--- config.mk ---
export PLATFORM = sky130hd
export DESIGN_NAME = mem_wb_skid_stage
export DESIGN_NICKNAME = d
export VERILOG_FILES = /design/src/rtl/mem_wb_skid_stage.sv
export SDC_FILE = /design/constraint.sdc
export NUM_CORES = 1
export LEC_CHECK = 0
export BUFFER_PORTS_ARGS = -buffer_cell sky130_fd_sc_hd__buf_2
export CAP_MARGIN = 20
export CORE_ASPECT_RATIO = 1.1
export CORE_UTILIZATION = 54
export CTS_CLUSTER_DIAMETER = 120
export CTS_CLUSTER_SIZE = 30
export DETAILED_ROUTE_END_ITERATION = 8
export HOLD_SLACK_MARGIN = 0.12
export PLACE_DENSITY_LB_ADDON = 0.3
export SETUP_SLACK_MARGIN = 0.02
export SKIP_CTS_REPAIR_TIMING = 1
export SYNTH_ARGS = -nofsm -noshare
export SYNTH_HDL_FRONTEND = slang
export SYNTH_SLANG_ARGS = --single-unit
export TNS_END_PERCENT = 50
--- constraint.sdc ---
create_clock -name clk -period 2.05 [get_ports clk]
set_input_delay 0.1025 -clock clk [delete_from_list [all_inputs] [get_ports clk]]
set_output_delay 0.1025 -clock clk [all_outputs]
set_load 0.005 [all_outputs]
--- src/rtl/mem_wb_skid_stage.sv ---
// MEM/WB pipeline stage with a valid/ready handshake, a 2-entry skid buffer, flush, halt drain and a write-back mux.
// Optional MEM_WB_STALL_CNT_EN adds a saturating back-pressure cycle counter (stall_cycles).
//
//  main_v skid_v | meaning
//  0      0      | empty, accepting
//  1      0      | one beat presented downstream, still accepting
//  1      1      | full, in_ready low until main drains
module mem_wb_skid_stage #(
    parameter int DATA_W            = 32,
    parameter int REG_ADDR_W        = 5,
    parameter int ZERO_REG_SUPPRESS = 1
) (
    input  logic                  clk,
    input  logic                  rst_n,
    input  logic                  flush,
    input  logic                  in_valid,
    output logic                  in_ready,
    input  logic [DATA_W-1:0]     in_alu_result,
    input  logic [DATA_W-1:0]     in_read_data,
    input  logic [REG_ADDR_W-1:0] in_rd_num,
    input  logic                  in_mem_to_reg,
    input  logic                  in_reg_write,
    input  logic                  in_halted,
    output logic                  out_valid,
    input  logic                  out_ready,
    output logic [DATA_W-1:0]     out_alu_result,
    output logic [DATA_W-1:0]     out_read_data,
    output logic [REG_ADDR_W-1:0] out_rd_num,
    output logic                  out_mem_to_reg,
    output logic                  out_reg_write,
    output logic                  out_halted,
    output logic [DATA_W-1:0]     out_wb_data,
    output logic                  halted_sticky
`ifdef MEM_WB_STALL_CNT_EN
    ,
    output logic [31:0]           stall_cycles
`endif
);

    typedef struct packed {
        logic [DATA_W-1:0]     alu;
        logic [DATA_W-1:0]     rdata;
        logic [REG_ADDR_W-1:0] rd;
        logic                  m2r;
        logic                  rw;
        logic                  halted;
    } beat_t;

    localparam bit ZRS = (ZERO_REG_SUPPRESS != 0);

    beat_t main_q, main_d;
    beat_t skid_q, skid_d;
    logic  main_valid_q, main_valid_d;
    logic  skid_valid_q, skid_valid_d;
    logic  halt_seen_q, halt_seen_d;
    logic  halted_sticky_q, halted_sticky_d;

    beat_t in_beat;
    logic  accept;
    logic  out_fire;

    assign in_ready = rst_n && !skid_valid_q && !halt_seen_q && !halted_sticky_q;
    assign accept   = in_valid && in_ready;
    assign out_fire = main_valid_q && out_ready;

    // Writes to register zero are dropped here so the write port never sees them.
    always_comb begin
        in_beat.alu    = in_alu_result;
        in_beat.rdata  = in_read_data;
        in_beat.rd     = in_rd_num;
        in_beat.m2r    = in_mem_to_reg;
        in_beat.rw     = in_reg_write && !(ZRS && (in_rd_num == '0));
        in_beat.halted = in_halted;
    end

    always_comb begin
        main_d          = main_q;
        skid_d          = skid_q;
        main_valid_d    = main_valid_q;
        skid_valid_d    = skid_valid_q;
        halt_seen_d     = halt_seen_q;
        halted_sticky_d = halted_sticky_q;

        if (flush) begin
            main_valid_d = 1'b0;
            skid_valid_d = 1'b0;
            halt_seen_d  = 1'b0;
        end else begin
            if (out_fire && main_q.halted)
                halted_sticky_d = 1'b1;
            if (accept && in_halted)
                halt_seen_d = 1'b1;

            if (!main_valid_q || out_ready) begin
                if (skid_valid_q) begin
                    main_d       = skid_q;
                    main_valid_d = 1'b1;
                    skid_valid_d = accept;
                    if (accept)
                        skid_d = in_beat;
                end else begin
                    main_valid_d = accept;
                    if (accept)
                        main_d = in_beat;
                end
            end else if (accept) begin
                skid_d       = in_beat;
                skid_valid_d = 1'b1;
            end
        end
    end

    always_ff @(posedge clk or negedge rst_n) begin
        if (!rst_n) begin
            main_q          <= '0;
            skid_q          <= '0;
            main_valid_q    <= 1'b0;
            skid_valid_q    <= 1'b0;
            halt_seen_q     <= 1'b0;
            halted_sticky_q <= 1'b0;
        end else begin
            main_q          <= main_d;
            skid_q          <= skid_d;
            main_valid_q    <= main_valid_d;
            skid_valid_q    <= skid_valid_d;
            halt_seen_q     <= halt_seen_d;
            halted_sticky_q <= halted_sticky_d;
        end
    end

    assign out_valid      = main_valid_q;
    assign out_alu_result = main_q.alu;
    assign out_read_data  = main_q.rdata;
    assign out_rd_num     = main_q.rd;
    assign out_mem_to_reg = main_q.m2r;
    assign out_reg_write  = main_q.rw && main_valid_q;
    assign out_halted     = main_q.halted && main_valid_q;
    assign out_wb_data    = main_q.m2r ? main_q.rdata : main_q.alu;
    assign halted_sticky  = halted_sticky_q;

`ifdef MEM_WB_STALL_CNT_EN
    logic [31:0] stall_cycles_q, stall_cycles_d;

    always_comb begin
        stall_cycles_d = stall_cycles_q;
        if (main_valid_q && !out_ready && (stall_cycles_q != '1))
            stall_cycles_d = stall_cycles_q + 32'd1;
    end

    always_ff @(posedge clk or negedge rst_n) begin
        if (!rst_n)
            stall_cycles_q <= '0;
        else
            stall_cycles_q <= stall_cycles_d;
    end

    assign stall_cycles = stall_cycles_q;
`endif

endmodule

== Word-level counts from Yosys, hierarchy flattened ==
Cells that the tools add are included.
Storage, ports and cells
  register bits: 148
  output and inout port bits: 107
Cells by class
  eq/ne operators: 1
  muxes and demuxes: 15
  bitwise operators: 1
  reduce and logical (&&, ||, !) cells: 24
Operators with widths (count)
  two-way mux 72 bit: 5
  two-way mux 32 bit: 1
  logical AND 1 bit: 10
  two-way mux 1 bit: 9
  nonzero test 2 bit: 3
  zero test 1 bit: 5
  zero test 5 bit: 1
  AND reduction 2 bit: 2
  AND reduction 3 bit: 1
  nonzero test 3 bit: 1
  != test 2 bit, second input constant: 1
  logical OR 1 bit: 1
  NOT 1 bit: 1

== Depth between registers and ports, before layout ==
Gate-level depths: netlist (run 1).
  word-level depth: 8
  gate-level depth with buffers: 6

== Least setup slack after synthesis (run 1) ==
OpenSTA, ideal clock, no wires.
  kind: register to register
  start point: register halted_sticky_q (netlist: halted_sticky)
  end point: register main_q[0] in the netlist's numbering
  setup time: 125 ps
  arrival time: 1701 ps
  required time: 1925 ps
  path slack: 225 ps
  cell stages (with the launch flop): 5
  path buffers: 1
  clock period less this slack: 1825 ps
  path through: dfrtp_1 > nand4bb_4 > a211oi_4 > buf_6 > mux2_2
On the way
  longest elaborated chain between the ends: 5
RTL lines
  from (decl): line 56  | logic halted_sticky_q, halted_sticky_d;
  from (signal assigned): line 127  | halted_sticky_q <= halted_sticky_d;
  zero test 1 bit: line 62  | assign in_ready = rst_n && !skid_valid_q && !halt_seen_q && !halted_sticky_q;
  logical AND 1 bit: line 62
  logical AND 1 bit: line 63  | assign accept = in_valid && in_ready;
  nonzero test 2 bit (no source line)
  AND reduction 3 bit (no source line)
  to (signal assigned): line 122  | main_q <= main_d;
  to (decl): line 51  | beat_t main_q, main_d;
No other way between the ends.
A chain may end at the register's enable or synchronous reset.

== Final worst setup path (run 1) ==
  start point: register skid_valid_q
  end point: register skid_q[30] in the netlist's numbering
On the way
  longest elaborated chain between the ends: 8
RTL lines
  from (decl): line 54  | logic skid_valid_q, skid_valid_d;
  from (signal assigned): line 125  | skid_valid_q <= skid_valid_d;
  zero test 1 bit: line 62
  logical AND 1 bit (3 in a row): line 62
  logical AND 1 bit: line 63
  two-way mux 72 bit (3 in a row)
  to (signal assigned): line 123  | skid_q <= skid_d;
  to (decl): line 52  | beat_t skid_q, skid_d;
Several ways; a longest one is shown, not always the timed one. The select of a mux whose other input is x is not followed.

==> results.toml, run 1 <==
[clock_tree]
clock_sink_count = 148
clock_latency_ns = 0.42
tritoncts = "done"
cts.htree.levels = 4
cts.reportedPaths.clkPinSlew_ns = 0.06
clockRootBuffer = "sky130_fd_sc_hd__clkbuf_16"
cts_buffer_depth = 2
number_of_cts_inserted_buffers = 17

[pwr]
power.switching_fraction = 0.275
power.internal_mw = 8.42
leakage_nw = 4.38
power_share_of_the_combinational_group = 0.312
powerDensity_mw_per_mm2 = 1240
p_sw_mw = 3.20
power_frac_clock = 0.288
power.ir.vdd_worst_v = 0.000685
p_seq_frac = 0.400

[sta]
max_slew_margin = 0.467
max_freq_ghz = 0.526
final-hold-violation-count = 0
unrepaired_setup_endpoints_after_global_routing = "no"
final-setup-viol-count = 0
min_period_over_period = 0.928
timing.setup.tns_ns = 0
period_minus_slack_ns = 1.90
max_slew.worst_pin.slew_ns = 0.799
fin_skew_ns = 0.00737
report.final.slew_viol_count = 0

[flow_run]
drv.max_cap_violation_count = 0

[die]
io_pins = 184
core_region_area_sq_mm = 0.0133
die-height_um = 125
placementRows = 44
dieArea_sq_mm = 0.0142
initial_utilization = 0.558
chipWidth_um = 114

[route]
drc_violation_total_after_the_first_tritonroute_iteration = 181
routed_wire_length_per_instance_um = 16.8
viasPerCell = 5.16
via_count = 4661
drt_first_pass_iters = 4
drtAntennaViolNets = 0
post-route-drc-count = 0
postRouteWirelength_um = 15200

[synth]
synth_enable_flop_cells = 0
post_synth_fa_ha_maj_area_fraction = 0
synth_compound_area_frac = 0.0115
synth.cell_area_sq_mm = 0.00740
yosys_register_bits = 148
synth.lib_cells_used.distinct = 24
ys_warn_count = 0
synth_simple_gate_area_frac = 0.0130
synth_area_leaders = "sky130_fd_sc_hd__dfrtp_1 (50%), sky130_fd_sc_hd__mux2_2 (37%), sky130_fd_sc_hd__buf_4 (7.1%)"
synth_top_family_by_area = "multiplexers"
yosys.area.top_type = "sky130_fd_sc_hd__dfrtp_1"
synthesis.area_per_instance_sq_um = 14.4
netlist.area_leader.share = 0.500
mappedNetlistNets = 593
synth.area.mux_share = 0.374
yosysMostFrequentCell = "sky130_fd_sc_hd__mux2_2"
synthCells = 516
synth_xor_xnor_area_share = 0
seq_area_frac_synth = 0.500
synth-async-reset-ratio = 1.00
netlist_top_cells_count = "sky130_fd_sc_hd__mux2_2 (245), sky130_fd_sc_hd__dfrtp_1 (148), sky130_fd_sc_hd__buf_4 (70)"
synthFlopType = "sky130_fd_sc_hd__dfrtp_1"

[setup_path]
r2r_setup_slack_ns = 0.15
timing.reg2reg.worst_path_depth = 4
critical_path.startpoint_type = "flop"
worstPathMaxFanout = 41
r2r-start = "skid_valid_q"
cp-end-kind = "flop"
criticalPathCategory = "reg2reg"
crit_path_required_time_ns = 2.34
timing.critical_path.arrival_ns = 2.19
critical_path.reg2reg.endpoint = "skid_q[30]"

[final_layout]
finalInstanceArea_sq_mm = 0.00939
final_core_utilization = 0.708
synthToLayoutAreaGrowth_pct = 26.9
post_route_cells_drive_above_1_share = 0.657
largest_register = "skid_q"
largest_register_ff_count = 72
layout.nets = 784
n_antenna_cell = 0
fill_cells = 888

[status]
run_status = "finished, final reports clean"

[placed_design]
placed_area_sq_mm = 0.00798
place_hpwl_um = 9190
place.gp.congestion = 0.732
numPortBuffers = 183

[global_route]
number_of_global_route_vias_before_repair = 4450
largest_net_degree_at_the_start_of_global_routing = 149
grt_first_pass_wirelength_um = 22500
antenna_found_initial = 0
groute.usage.overall = 0.207
globalRoute.totalOverflow = 0

[min_path]
min_path_type = "in2async"
placed cells by master (no fill, tap or decap), types with 2 or more instances in the layout:
cell type,instances
sky130_fd_sc_hd__mux2_2,245
sky130_fd_sc_hd__buf_2,182
sky130_fd_sc_hd__dfrtp_1,147
sky130_fd_sc_hd__dlygate4sd3_1,77
sky130_fd_sc_hd__clkbuf_16,17
sky130_fd_sc_hd__buf_12,6
sky130_fd_sc_hd__clkbuf_8,5
sky130_fd_sc_hd__inv_1,4
sky130_fd_sc_hd__bufinv_16,4
sky130_fd_sc_hd__nand2_1,3
sky130_fd_sc_hd__buf_4,3
sky130_fd_sc_hd__and2_1,2
sky130_fd_sc_hd__o21ai_0,2
sky130_fd_sc_hd__a21boi_0,2
sky130_fd_sc_hd__clkbuf_1,2
sky130_fd_sc_hd__clkinv_2,2
sky130_fd_sc_hd__clkinvlp_4,2
routing by layer:
layer	track usage	wire, um	vias up
li1	-	-	2147
met1	0.255	6550	2331
met2	0.345	7590	147
met3	0.0555	648	36
met4	0.0820	377	0
met5	0	0	-
area by class of cell:
class / count / area, sq um / area share
Sequential cell: 148 / 3710 / 0.395
Multi-Input combinational cell: 267 / 2960 / 0.315
Timing Repair Buffer: 269 / 1840 / 0.195
Clock buffer: 24 / 502 / 0.0534
Tap cell: 184 / 230 / 0.0245
Clock inverter: 8 / 145 / 0.0155
Inverter: 4 / 15.0 / 0.00160
how the worst max path moves through the flow:
stage                 endpoint          start  slack, ns  cells past startpoint
floorplan            main_q[0]  halted_sticky       0.22                      4
global placement    skid_q[69]   skid_valid_q       0.20                      4
detailed placement  skid_q[10]   skid_valid_q       0.16                      4
CTS                 skid_q[30]   skid_valid_q       0.14                      4
global route        skid_q[57]      out_valid       0.04                      4
finish              skid_q[30]   skid_valid_q       0.15                      4
stage by stage:
stage / setup WS [ns] / std cells / hold slack, ns / power (mW)
final: 0.147 / 904 / 0.406 / 11.6
after global routing: 0.0435 / 904 / 0.466 / 12.3
after CTS: 0.142 / 827 / -0.106 / 11.5
after detailed placement: 0.160 / 795 / 0.330 / 8.16
after global placement: 0.203 / 795 / 0.335 / 8.02
after floorplan: 0.225 / 516 / -0.193 / 7.37
cells by family after synthesis:
family	count (synthesis)
AO/OA/AOI/OAI	10
buffers and inverters	101
flip-flops	148
multiplexers	246
AND/OR/NAND/NOR	11
critical path, cell delays in order (launching register included):
cell and delay (ns):
sky130_fd_sc_hd__dfrtp_4 0.50, sky130_fd_sc_hd__nor4b_4 0.34, sky130_fd_sc_hd__o2111a_4 0.30, sky130_fd_sc_hd__buf_12 0.25
sky130_fd_sc_hd__mux2_2 0.37
power groups by stage:
stage	Sequential, mW	Clock (mW)	Combinational, mW
finish	4.65	3.35	3.62
global route	4.80	3.54	3.92
CTS	4.63	3.41	3.50
detailed placement	4.68	0	3.48
global placement	4.60	0	3.42
floorplan	4.44	0	2.92
Note: power is estimated with default switching activity, not from simulation.
==> run 2: changes to the inputs <==
CORE_ASPECT_RATIO = 1.4   (was 1.1)
==> results.toml, run 2 (synthesized netlist as in run 1, its figures left out) <==
[pwr]
powerDensity_mw_per_mm2 = 1230
leakage_nw = 4.37
power.ir.vdd_worst_v = 0.000708
total_power_mw = 11.6

[setup_path]
timing.critical_path.arrival_ns = 2.24
critical_path.reg2reg.endpoint = "skid_q[69]"
critPathSlowestCell = "sky130_fd_sc_hd__dfrtp_4"
timing.critical_path.cells = "nor4b_4 -> o2111a_4 -> buf_12 -> mux2_2"
cp-end-kind = "flop"
worstPathMaxFanout = 39
criticalPathCategory = "reg2reg"
crit_path_required_time_ns = 2.35
critical_path.startpoint_type = "flop"
slowest_delay_ns = 0.51
r2r_setup_slack_ns = 0.11
r2r-start = "skid_valid_q"
timing.reg2reg.worst_path_depth = 4

[min_path]
min_path_type = "in2reg"
min_to = "main_q[1]"
timing.hold.worst.start = "in_reg_write"
min_delay_path_depth = 4

[die]
chipWidth_um = 101
dieArea_sq_mm = 0.0142
io_pins = 184
die-height_um = 141
initial_utilization = 0.553
placementRows = 50
core_region_area_sq_mm = 0.0134

[sta]
timing.setup.tns_ns = 0
period_minus_slack_ns = 1.94
max_slew_margin = 0.467
max_freq_ghz = 0.514
max_slew.worst_pin.slew_ns = 0.799
final-hold-violation-count = 0
report.final.slew_viol_count = 0
unrepaired_setup_endpoints_after_global_routing = "no"
min_period_over_period = 0.948
final-setup-viol-count = 0
post-route-worst-setup-slack_ns = 0.106
fin_skew_ns = 0.0101

[placed_design]
place_inst = 795
place_hpwl_um = 9820
placement.setup.worst_slack_ns = 0.113
numPortBuffers = 183
place.gp.congestion = 0.773
placed_area_sq_mm = 0.00800

[global_route]
largest_net_degree_at_the_start_of_global_routing = 65
globalRoute.totalOverflow = 0
antenna_found_initial = 0
groute.usage.overall = 0.213
grt_first_pass_wirelength_um = 23000
number_of_global_route_vias_before_repair = 4601

[route]
viasPerCell = 5.11
postRouteWirelength_um = 15400
via_count = 4618
drtAntennaViolNets = 0
post-route-drc-count = 0
drt_first_pass_iters = 4
drc_violation_total_after_the_first_tritonroute_iteration = 106
routed_wire_length_per_instance_um = 17.1

[clock_tree]
clockRootBuffer = "sky130_fd_sc_hd__clkbuf_16"
clock_latency_ns = 0.42
number_of_cts_inserted_buffers = 17
cts.reportedPaths.clkPinSlew_ns = 0.06
cts.htree.levels = 4
cts_buffer_depth = 2
tritoncts = "done"
clock_sink_count = 148

[final_layout]
mostFrequentLayoutCells = "sky130_fd_sc_hd__mux2_2 (245), sky130_fd_sc_hd__buf_2 (182), sky130_fd_sc_hd__dfrtp_1 (147)"
post_route_cells_drive_above_1_share = 0.662
n_antenna_cell = 0
finalInstanceArea_sq_mm = 0.00939
synthToLayoutAreaGrowth_pct = 26.8
mostFrequentLayoutCell = "sky130_fd_sc_hd__mux2_2"
instances_no_fill = 903
fill_cells = 961
largest_register_ff_count = 72
largest_register = "skid_q"
layout.nets = 785

[flow_run]
drv.max_cap_violation_count = 0

[status]
run_status = "finished, final reports clean"
-- run 2: where the power goes --
group          internal, mW  switching, mW
logic                  2.28           1.36
registers              3.94          0.714
clock network          2.05           1.24
total                  8.27           3.32
-- run 2: area by class of cell --
type / instances / area, sq um / share of cell area
multi-input combinational: 267 / 2960 / 0.315
timing repair buffer: 270 / 1850 / 0.197
inverter: 4 / 15.0 / 0.00160
clock buffer: 17 / 425 / 0.0453
clock inverter: 15 / 204 / 0.0217
tap: 182 / 228 / 0.0242
sequential: 148 / 3710 / 0.395
-- run 2: worst max-delay path by stage --
stage	startpoint	cells past startpoint	end
after floorplan	halted_sticky	4	main_q[0]
after global placement	skid_valid_q	4	skid_q[70]
after detailed placement	skid_valid_q	4	skid_q[63]
after CTS	skid_valid_q	4	skid_q[31]
after global routing	halted_sticky	4	out_read_data[20]
final	skid_valid_q	4	skid_q[69]
-- run 2: critical path: cells and delay by family, from the launching register on --
kind	cells	cell delay [ns]
compound gates	1	0.33
buf+inv	1	0.24
flops	1	0.51
mux	1	0.37
simple gates	1	0.36
-- run 2: metal layers --
metal  global-route usage  routed length, um  up-vias
li1                     -                  -     2143
met1                0.249               6170     2330
met2                0.370               8380      120
met3               0.0579                611       25
met4               0.0816                262        0
met5                    0                  0        -
-- run 2: stage by stage --
step                utilization  hold slack, ns
finish                    0.701           0.146
global placement          0.598           0.215
global route              0.701           0.151
detailed placement        0.598           0.230
CTS                       0.645          -0.218
floorplan                     -          -0.193
==> run 3: changes to the inputs <==
CORE_UTILIZATION = 25   (was 54)
SETUP_SLACK_MARGIN = 0.2   (was 0.02)
==> results.toml, run 3 (synthesized netlist as in run 1, its figures left out) <==
[route]
postRouteWirelength_um = 18400
viasPerCell = 4.18
routed_wire_length_per_instance_um = 16.4
drc_violation_total_after_the_first_tritonroute_iteration = 128
drt_first_pass_iters = 4
via_count = 4683
drtAntennaViolNets = 0
post-route-drc-count = 0

[sta]
final-setup-viol-count = 0
unrepaired_setup_endpoints_after_global_routing = "yes"
fin_skew_ns = 0.0136
report.final.slew_viol_count = 0
max_slew_margin = 0.546
max_slew.worst_pin.slew_ns = 0.680
final-hold-violation-count = 0
min_period_over_period = 0.921
max_freq_ghz = 0.530
timing.setup.tns_ns = 0
period_minus_slack_ns = 1.89

[pwr]
leakage_nw = 4.57
total_power_mw = 11.5
power.ir.vdd_worst_v = 0.000512
powerDensity_mw_per_mm2 = 1140

[setup_path]
critical-path-top-delay-family = "flip-flops"
crit_buf_inv = 2
critPathSlowestCell = "sky130_fd_sc_hd__dfrtp_4"
timing.critical_path.arrival_ns = 2.19
crit_path_required_time_ns = 2.36
critical_path.startpoint_type = "flop"
worstPathMaxFanout = 8
timing.critical_path.cells = "nor4b_4 -> o2111a_4 -> buf_12 -> clkbuf_16 -> mux2_2"
criticalPathCategory = "reg2reg"
slowest_delay_ns = 0.53
cp-end-kind = "flop"

[die]
chipWidth_um = 147
io_pins = 184
dieArea_sq_mm = 0.0303
core_region_area_sq_mm = 0.0292
die-height_um = 206
placementRows = 74
initial_utilization = 0.254

[clock_tree]
clock_sink_count = 148
tritoncts = "done"
number_of_cts_inserted_buffers = 17
clockRootBuffer = "sky130_fd_sc_hd__clkbuf_16"
clock_latency_ns = 0.43
cts_buffer_depth = 2
cts.htree.levels = 4
cts.reportedPaths.clkPinSlew_ns = 0.06

[final_layout]
post_route_cells_drive_above_1_share = 0.670
largest_register = "skid_q"
mostFrequentLayoutCells = "sky130_fd_sc_hd__mux2_2 (200), sky130_fd_sc_hd__buf_2 (182), sky130_fd_sc_hd__dfrtp_1 (145)"
fill_cells = 2899
n_antenna_cell = 0
seq_area_sq_mm = 0.00371
synthToLayoutAreaGrowth_pct = 36.2
layout.nets = 805
final_core_utilization = 0.346
mostFrequentLayoutCell = "sky130_fd_sc_hd__mux2_2"
area_of_combinational_cells_with_multiple_inputs_sq_mm = 0.00313
largest_register_ff_count = 72

[global_route]
largest_net_degree_at_the_start_of_global_routing = 119
globalRoute.totalOverflow = 0
antenna_found_initial = 0
groute.usage.overall = 0.108
number_of_global_route_vias_before_repair = 4362
grt_first_pass_wirelength_um = 24900

[placed_design]
place_hpwl_um = 10800
numPortBuffers = 183
place.gp.congestion = 0.678

[flow_run]
drv.max_cap_violation_count = 0

[min_path]
min_path_type = "in2reg"

[status]
run_status = "finished, final reports clean"
## run 3: changes by cell type in the layout (fill, tap and decap cells not counted), sizes merged
cell / delta
bufinv: -2
clkinv: -1
clkinvlp: -1
clkbuf: +13
inv: -3
buf: +13
## run 3: worst register-to-register path, stage by stage (launching register included)
cell                        delay, ns
sky130_fd_sc_hd__dfrtp_4         0.53
sky130_fd_sc_hd__nor4b_4         0.30
sky130_fd_sc_hd__o2111a_4        0.32
sky130_fd_sc_hd__buf_12          0.13
sky130_fd_sc_hd__clkbuf_16       0.16
sky130_fd_sc_hd__mux2_2          0.33
## run 3: report_power, final
group	internal [mW]	total (mW)	switching (mW)
combinational	2.40	3.73	1.34
sequential	3.95	4.64	0.694
clock	1.88	3.13	1.25
## run 3: cell type report
class	instances	share of cell area
Sequential cell	148	0.368
Timing Repair Buffer	290	0.216
Inverter	4	0.00149
Clock buffer	23	0.0474
Clock inverter	8	0.0100
Tap cell	380	0.0471
Multi-Input combinational cell	267	0.310
## run 3: path summary, 6_finish.rpt
kind                                    from      endpoint  slack (ns)  cells after the start
worst max-delay path            skid_valid_q     skid_q[3]        0.16                      5
worst min-delay path            in_reg_write     skid_q[1]        0.15                      3
worst max register to register  skid_valid_q     skid_q[3]        0.16                      5
worst min register to register     main_q[0]     main_q[0]        0.50                      1
max in group asynchronous              rst_n     skid_q[5]        1.14                      3
min in group asynchronous              rst_n  skid_valid_q        0.33                      3
## run 3: layer usage
| metal | track usage | wire (um) |
|---|---|---|
| met1 | 0.129 | 7950 |
| met2 | 0.181 | 9580 |
| met3 | 0.0264 | 521 |
| met4 | 0.0523 | 307 |
| met5 | 0 | 0 |
## run 3: per-stage QoR
step / hold slack, ns / instances / setup WS (ns) / instance area [sq um]
after CTS: -0.250 / 1027 / 0.127 / 8840
after detailed placement: 0.214 / 996 / 0.145 / 8260
after global routing: 0.143 / 1120 / 0.126 / 10100
after floorplan: -0.193 / 516 / 0.225 / 7400
after global placement: 0.218 / 996 / 0.192 / 8260
final: 0.146 / 1120 / 0.162 / 10100
